File: config.mk
export PLATFORM = sky130hd
export DESIGN_NAME = activation_sequencer
export DESIGN_NICKNAME = d
export VERILOG_FILES = /design/src/rtl/activation_sequencer.sv
export SDC_FILE = /design/constraint.sdc
export NUM_CORES = 1
export LEC_CHECK = 0
export ABC_AREA = 1
export CORE_MARGIN = 1.5
export CORE_UTILIZATION = 35
export CTS_BUF_LIST = sky130_fd_sc_hd__clkbuf_16
export CTS_CLUSTER_SIZE = 16
export DETAILED_ROUTE_END_ITERATION = 7
export PLACE_DENSITY = 0.86
export SYNTH_ARGS = -nofsm -noshare
export SYNTH_HDL_FRONTEND = slang
export SYNTH_SLANG_ARGS = --single-unit
File: constraint.sdc
create_clock -name clk -period 5.5 [get_ports clk]
set_input_delay 0.55 -clock clk [delete_from_list [all_inputs] [get_ports clk]]
set_output_delay 0.55 -clock clk [all_outputs]
set_load 0.01 [all_outputs]
File: src/rtl/activation_sequencer.sv
// activation_sequencer: PL-side initiator for the activation engine. Loads a vector
// into the engine's input BRAM, launches sigmoid/tanh, waits for done, acknowledges,
// then streams the results out of the engine's output BRAM.
module activation_sequencer #(
    parameter int unsigned ADDR_WIDTH = 12,
    parameter int unsigned BRAM_WIDTH = 32,
    parameter int unsigned WORD_BYTES = 4,
    parameter int unsigned NUM_WORDS  = 512
) (
    input  logic                  clk,
    input  logic                  reset,
    // command
    input  logic                  cmd_valid,
    output logic                  cmd_ready,
    input  logic [1:0]            cmd_func,
    output logic                  cmd_err,
    // input stream
    input  logic [BRAM_WIDTH-1:0] s_data,
    input  logic                  s_valid,
    output logic                  s_ready,
    // result stream
    output logic [BRAM_WIDTH-1:0] m_data,
    output logic                  m_valid,
    input  logic                  m_ready,
    output logic                  m_last,
    output logic                  busy,
    // engine control/status
    output logic [31:0]           act_control,
    input  logic [31:0]           act_status,
    // engine input BRAM (write side)
    output logic [ADDR_WIDTH-1:0] bram_addr_in,
    output logic [BRAM_WIDTH-1:0] bram_wrdata_in,
    output logic [WORD_BYTES-1:0] bram_we_in,
    // engine output BRAM (read side, 1-cycle latency)
    output logic [ADDR_WIDTH-1:0] bram_addr_out,
    input  logic [BRAM_WIDTH-1:0] bram_rddata_out
);

    localparam int unsigned IdxW = (NUM_WORDS > 1) ? $clog2(NUM_WORDS) : 1;
    localparam logic [IdxW-1:0] LastIdx = IdxW'(NUM_WORDS - 1);

    typedef enum logic [2:0] {
        StIdle,
        StLoad,
        StStart,
        StWaitDone,
        StAck,
        StRdAddr,
        StRdHold
    } state_e;

    state_e                state_q, state_d;
    logic [IdxW-1:0]       idx_q, idx_d;
    logic [1:0]            func_q, func_d;
    logic [BRAM_WIDTH-1:0] m_data_q, m_data_d;
    logic                  m_valid_q, m_valid_d;
    logic                  cmd_err_q, cmd_err_d;

    logic                  func_ok;
    logic                  idx_last;
    logic                  done;
    logic [IdxW+1:0]       byte_addr;
    logic                  unused_status;

    assign func_ok       = (cmd_func == 2'b01) || (cmd_func == 2'b10);
    assign idx_last      = (idx_q == LastIdx);
    assign done          = act_status[0];
    assign byte_addr     = {idx_q, 2'b00};
    assign unused_status = ^act_status[31:1];

    // State and datapath registers with synchronous reset.
    always_ff @(posedge clk) begin
        if (reset) begin
            state_q   <= StIdle;
            idx_q     <= '0;
            func_q    <= 2'b00;
            m_data_q  <= '0;
            m_valid_q <= 1'b0;
            cmd_err_q <= 1'b0;
        end else begin
            state_q   <= state_d;
            idx_q     <= idx_d;
            func_q    <= func_d;
            m_data_q  <= m_data_d;
            m_valid_q <= m_valid_d;
            cmd_err_q <= cmd_err_d;
        end
    end

    // Next-state logic for the load / launch / ack / unload sequence.
    always_comb begin
        state_d   = state_q;
        idx_d     = idx_q;
        func_d    = func_q;
        m_data_d  = m_data_q;
        m_valid_d = m_valid_q;
        cmd_err_d = 1'b0;
        unique case (state_q)
            StIdle: begin
                if (cmd_valid) begin
                    if (func_ok) begin
                        func_d  = cmd_func;
                        idx_d   = '0;
                        state_d = StLoad;
                    end else begin
                        cmd_err_d = 1'b1;
                    end
                end
            end
            StLoad: begin
                if (s_valid) begin
                    if (idx_last) begin
                        state_d = StStart;
                    end else begin
                        idx_d = idx_q + 1'b1;
                    end
                end
            end
            StStart: begin
                // done is deliberately not sampled here
                state_d = StWaitDone;
            end
            StWaitDone: begin
                if (done) begin
                    state_d = StAck;
                end
            end
            StAck: begin
                if (!done) begin
                    idx_d   = '0;
                    state_d = StRdAddr;
                end
            end
            StRdAddr: begin
                state_d = StRdHold;
            end
            StRdHold: begin
                if (!m_valid_q) begin
                    // first RD_HOLD cycle: BRAM data for idx is now valid
                    m_data_d  = bram_rddata_out;
                    m_valid_d = 1'b1;
                end else if (m_ready) begin
                    m_valid_d = 1'b0;
                    if (idx_last) begin
                        state_d = StIdle;
                    end else begin
                        idx_d   = idx_q + 1'b1;
                        state_d = StRdAddr;
                    end
                end
            end
            default: begin
                state_d = StIdle;
            end
        endcase
    end

    // Output decode; writes are also blocked while reset is asserted.
    always_comb begin
        cmd_ready      = (state_q == StIdle);
        s_ready        = (state_q == StLoad) && !reset;
        bram_we_in     = (s_ready && s_valid) ? {WORD_BYTES{1'b1}} : {WORD_BYTES{1'b0}};
        bram_wrdata_in = s_data;
        bram_addr_in   = ADDR_WIDTH'(byte_addr);
        bram_addr_out  = ADDR_WIDTH'(byte_addr);
        // Nonzero control only while launching/running; zero during ack avoids a relaunch.
        act_control    = ((state_q == StStart) || (state_q == StWaitDone)) ? 32'(func_q) : 32'd0;
        m_data         = m_data_q;
        m_valid        = m_valid_q;
        m_last         = m_valid_q && idx_last;
        busy           = (state_q != StIdle);
        cmd_err        = cmd_err_q;
    end

endmodule

Word-level counts from Yosys, hierarchy flattened. Index checks and enable logic that the tools add are counted.

Add/subtract/negate cells: 1. Equal/unequal tests: 17. Mux-type cells: 23. Bitwise gates (word level): 3. Reductions and logical operators: 14.

Operator list (count): 2-to-1 mux 9 bit (7); one-hot mux 9 bit (4 select lines) (1); 2-to-1 mux 3 bit (9); one-hot mux 3 bit (7 select lines) (1); != test 2 bit (second input constant) (7); adder 9 x 1 -> 9 bit (second input constant) (1); == test 3 bit (second input constant) (3); == test 9 bit (second input constant) (1); AND reduction 8 bit (1); AND reduction 7 bit (1); == test 3 x 2 -> 1 bit (second input constant) (2); 2-to-1 mux 4 bit (1); nonzero test 4 bit (1); == test 3 x 1 -> 1 bit (second input constant) (1); logical AND 1 bit (3); zero test 3 bit (1); 2-to-1 mux 1 bit (3); NOT 1 bit (3); AND reduction 3 bit (1); nonzero test 3 bit (1); OR reduction 3 bit (1); == test 2 x 1 -> 1 bit (second input constant) (1); == test 2 bit (second input constant) (1); logical OR 1 bit (2); other kinds (4) (4).

Flip-flop bits (word level): 48. Output and inout port bits: 130. Logic and storage cells: 64.

Depth between registers and ports, before layout.
Depth after elaboration: 5. Mapped depth: 11. Gate-level depth less buffers: 11.

Worst setup path before layout. OpenSTA, ideal clock, no wires.

Path type: reg2reg. Start point: register idx_q[0]. End point: register idx_q[0]. Arrival: 1.803 ns. Data required time: 5.387 ns. Setup slack: 3.584 ns. Cell stages (with the launch flop): 12. Path buffers: 0. Period minus slack after synthesis: 1.916 ns. Cell sequence: dfxtp_1 > ha_1 > nand2_1 > nor4_1 > ha_1 > inv_1 > a21oi_2 > nor2_8 > nand2_8 > inv_2 > nor2_1 > nor2_1.

Cells in the longest elaborated chain, start to end: 5. Elaborated cells on any way between the ends: 7. Those cells by class: add/sub: 1; eq/ne: 1; mux: 5.

RTL lines: from (decl) (RTL line 53) `logic [IdxW-1:0] idx_q, idx_d;`; from (signal assigned) (RTL line 82) `idx_q <= idx_d;`; adder 9 x 1 -> 9 bit or == test 9 bit (tied branches) (RTL line 115, 147, 66); 2-to-1 mux 9 bit * (RTL line 112, 144); 2-to-1 mux 9 bit (RTL line 142) `end else if (m_ready) begin`; 2-to-1 mux 9 bit (RTL line 138) `if (!m_valid_q) begin`; one-hot mux 9 bit (4 select lines) * (RTL line 98) `unique case (state_q)`.

Mark *: on every way between the ends. The rest lies on a longest branch, timed or not. The select of a mux whose other input is x is not followed. A chain may end at the register's enable or synchronous reset.

Worst setup path in the final report.
Start point: input reset. End point: output bram_we_in[2].

Cells in the longest elaborated chain, start to end: 4.

RTL lines: from (decl) (RTL line 11) `input logic reset,`; zero test 1 bit (RTL line 161) `s_ready = (state_q == StLoad) && !reset;`; logical AND 1 bit (RTL line 161); logical AND 1 bit (RTL line 162) `bram_we_in = (s_ready && s_valid) ? {WORD_BYTES{1'b1}} : {WORD_BYTES{1'b0}};`; 2-to-1 mux 4 bit (RTL line 162); to (decl) (RTL line 33) `output logic [WORD_BYTES-1:0] bram_we_in,`.

Every way passes these cells.

==> impl_metrics.toml <==
[status]
status = "finished, final reports clean"

[routing]
vias_per_cell = 4.460
postRouteWirelength_um = 6076
firstDrtPassIters = 4
drc = 0
wl_per_cell_um = 11.31
ant_nets = 0
routed-via-count = 2395
drt-initial-drc-count = 148

[power_and_ir_drop]
peakVddDrop_v = 0.0001296
leakagePower_nw = 1.380
power.density_nw_per_um2 = 312.3

[hold_path]
hold_class = "reg2reg"
hp-start = "func_q[1]"
min_to = "func_q[1]"
whs_path_depth = 2

[cells_and_area]
design_area_um2 = 3572
area_delta_synth_final_pct = 27.12
layout-drive-gt1-share = 0.07356
mostFrequentLayoutCells = "clkdlybuf4s50_1 (101), nor2_1 (88), dfxtp_1 (48)"
fin_nets = 539
antennaDiodeCount = 0
layout_commonest_cell = "clkdlybuf4s50_1"

[synthesis]
synth_flop_cell = "dfxtp_1"
ys_seq_area_frac = 0.3419
avgSynthCellArea_um2 = 7.318
synth_cell_types = 33
syn_area_um2 = 2810
ys_warn_count = 0
async_reset_ff_frac = 0
synth-edff-count = 0
yosys_register_bits = 48
syn_inst = 384

[die]
core-area_um2 = 7767
die_h_um = 92.61
initial_core_util = 0.3618
die_x_um = 92.61
die_area_um2 = 8576
row_count = 32
ios = 233

[worst_setup_path]
critical_path.most_common_cell = "clkdlybuf4s50_1"
cp.required_ns = 4.95
arrival_ns = 2.32
worstSetupStartpointType = "input port"
cp_slowest_cell = "clkdlybuf4s50_1"
r2r-start = "state_q[2]"
reg2reg_slack_ns = 3.16
worst_setup_path_end_kind = "output port"
rr_worst_depth = 6
slowest_delay_ns = 0.68
rr_endpoint = "m_data[11]"
cp_cell_sequence = "clkdlybuf4s50_1, nor3_1, clkdlybuf4s50_1"
criticalPathCategory = "in2out"
worstPathMaxFanout = 13

[placed_design]
dp_hpwl_um = 4526
routabilityCongestion = 0.9216
io_buffer_count = 101
place_area_um2 = 3405

[sta]
fmax_ghz = 0.3481
hold_viol_final = 0
rsz0062_at_grt = "no"
worst_slew_pin_slew_ns = 0.9764
max_slew_margin = 0.3484
fin_skew_ns = 0.009273
finalSetupViolCount = 0
drv_slew = 0
tns_ns = 0
fin_crit_sh = 0.5223
period_needed_ns = 2.873

[global_route]
gr-total-overflow = 0
grt_max_degree = 39
antenna_found_initial = 0
grtUsageTotal = 0.1397
grt_pass1_vias = 2203
grt_first_pass_wirelength_um = 9825

[clock_tree]
htree_levels = 2
cts_hold_buffers = 0
clockBufferDepth = 2
path_clk_slew_ns = 0.07
cts_root_buf = "clkbuf_16"
cts.sinks = 48
cts_tree = "yes"
ctsResizeCount = 0
cts_setup_buffers = 0
cts_buffers = 5
worstSkewPairLatency_ns = 0.28

[flow_run]
maxCapViolations = 0
## through the flow
stage          instances  hold slack (ns)    util  setup WS, ns  power, mW
2_1_floorplan        419           0.4391       -         3.584     0.7017
3_3_place_gp         529           0.4479  0.4383         2.644     0.7675
3_5_place_dp         529           0.4544  0.4383         2.600     0.7796
4_1_cts              537           0.4648  0.4599         2.589      1.129
5_1_grt              537           0.4974  0.4599         2.460      1.185
6_report             537           0.4671  0.4599         2.627      1.115
## flip-flops by register name, indices dropped and copies added, names as in the netlist
signal / count
cmd_err: 1
func_q: 2
idx_q: 9
m_data: 32
m_valid: 1
state_q: 3
## cells in the mapped netlist (4+ instances only)
master    count  share of area
a21oi_2       4          0.012
buf_4        83           0.22
a21oi_1       8          0.014
clkbuf_1      7         0.0094
dfxtp_1      48           0.34
nor2_1       88           0.12
nand3_1      14          0.025
nand2_2       5          0.011
inv_2         5         0.0067
inv_1        20          0.027
nand2_1      34          0.045
o21ai_0      34          0.061
## cell type report
class	instances	area, um^2
fill	750	4195
clock buffer	5	125.1
timing repair buffer	101	1011
multi-input combinational	252	1207
tap	102	127.6
clock inverter	3	42.54
sequential	48	960.9
inverter	26	97.59
## critical path, delay by kind of cell
kind          cells  cell delay (ns)
buf+inv           2             1.30
simple gates      1             0.47
## where the power goes
part,internal [mW],total [mW],switching [mW]
clock network,0.214,0.343,0.129
logic,0.160,0.369,0.209
registers,0.371,0.404,0.0326
## how the worst max path moves through the flow
| stage | from | slack [ns] | to |
|---|---|---|---|
| final | reset | 2.63 | bram_we_in[2] |
| after CTS | reset | 2.59 | bram_we_in[2] |
| after floorplan | idx_q[0] | 3.58 | idx_q[0] |
| after global routing | reset | 2.46 | bram_we_in[2] |
| after global placement | reset | 2.64 | bram_we_in[3] |
| after detailed placement | reset | 2.60 | bram_we_in[2] |
## kinds of logic after synthesis
kind of cell             after synthesis  share of synthesized area
flip-flops                            48                     0.3419
buffers and inverters                119                     0.2752
AO/OA/AOI/OAI                         54                     0.1086
adder cells (fa/ha/maj)                2                   0.008903
AND/OR/NAND/NOR                      157                     0.2547
other                                  1                   0.001334
XOR/XNOR                               3                   0.009352
## metal layers
metal  GRT usage  vias up  part of all wire
met5           0        -                 0
met1      0.1538     1111              0.40
met2      0.2482       83              0.52
met3     0.04351       12             0.063
met4     0.05513        0             0.015
li1            -     1189                 -
(Power assumes the default switching activity.)
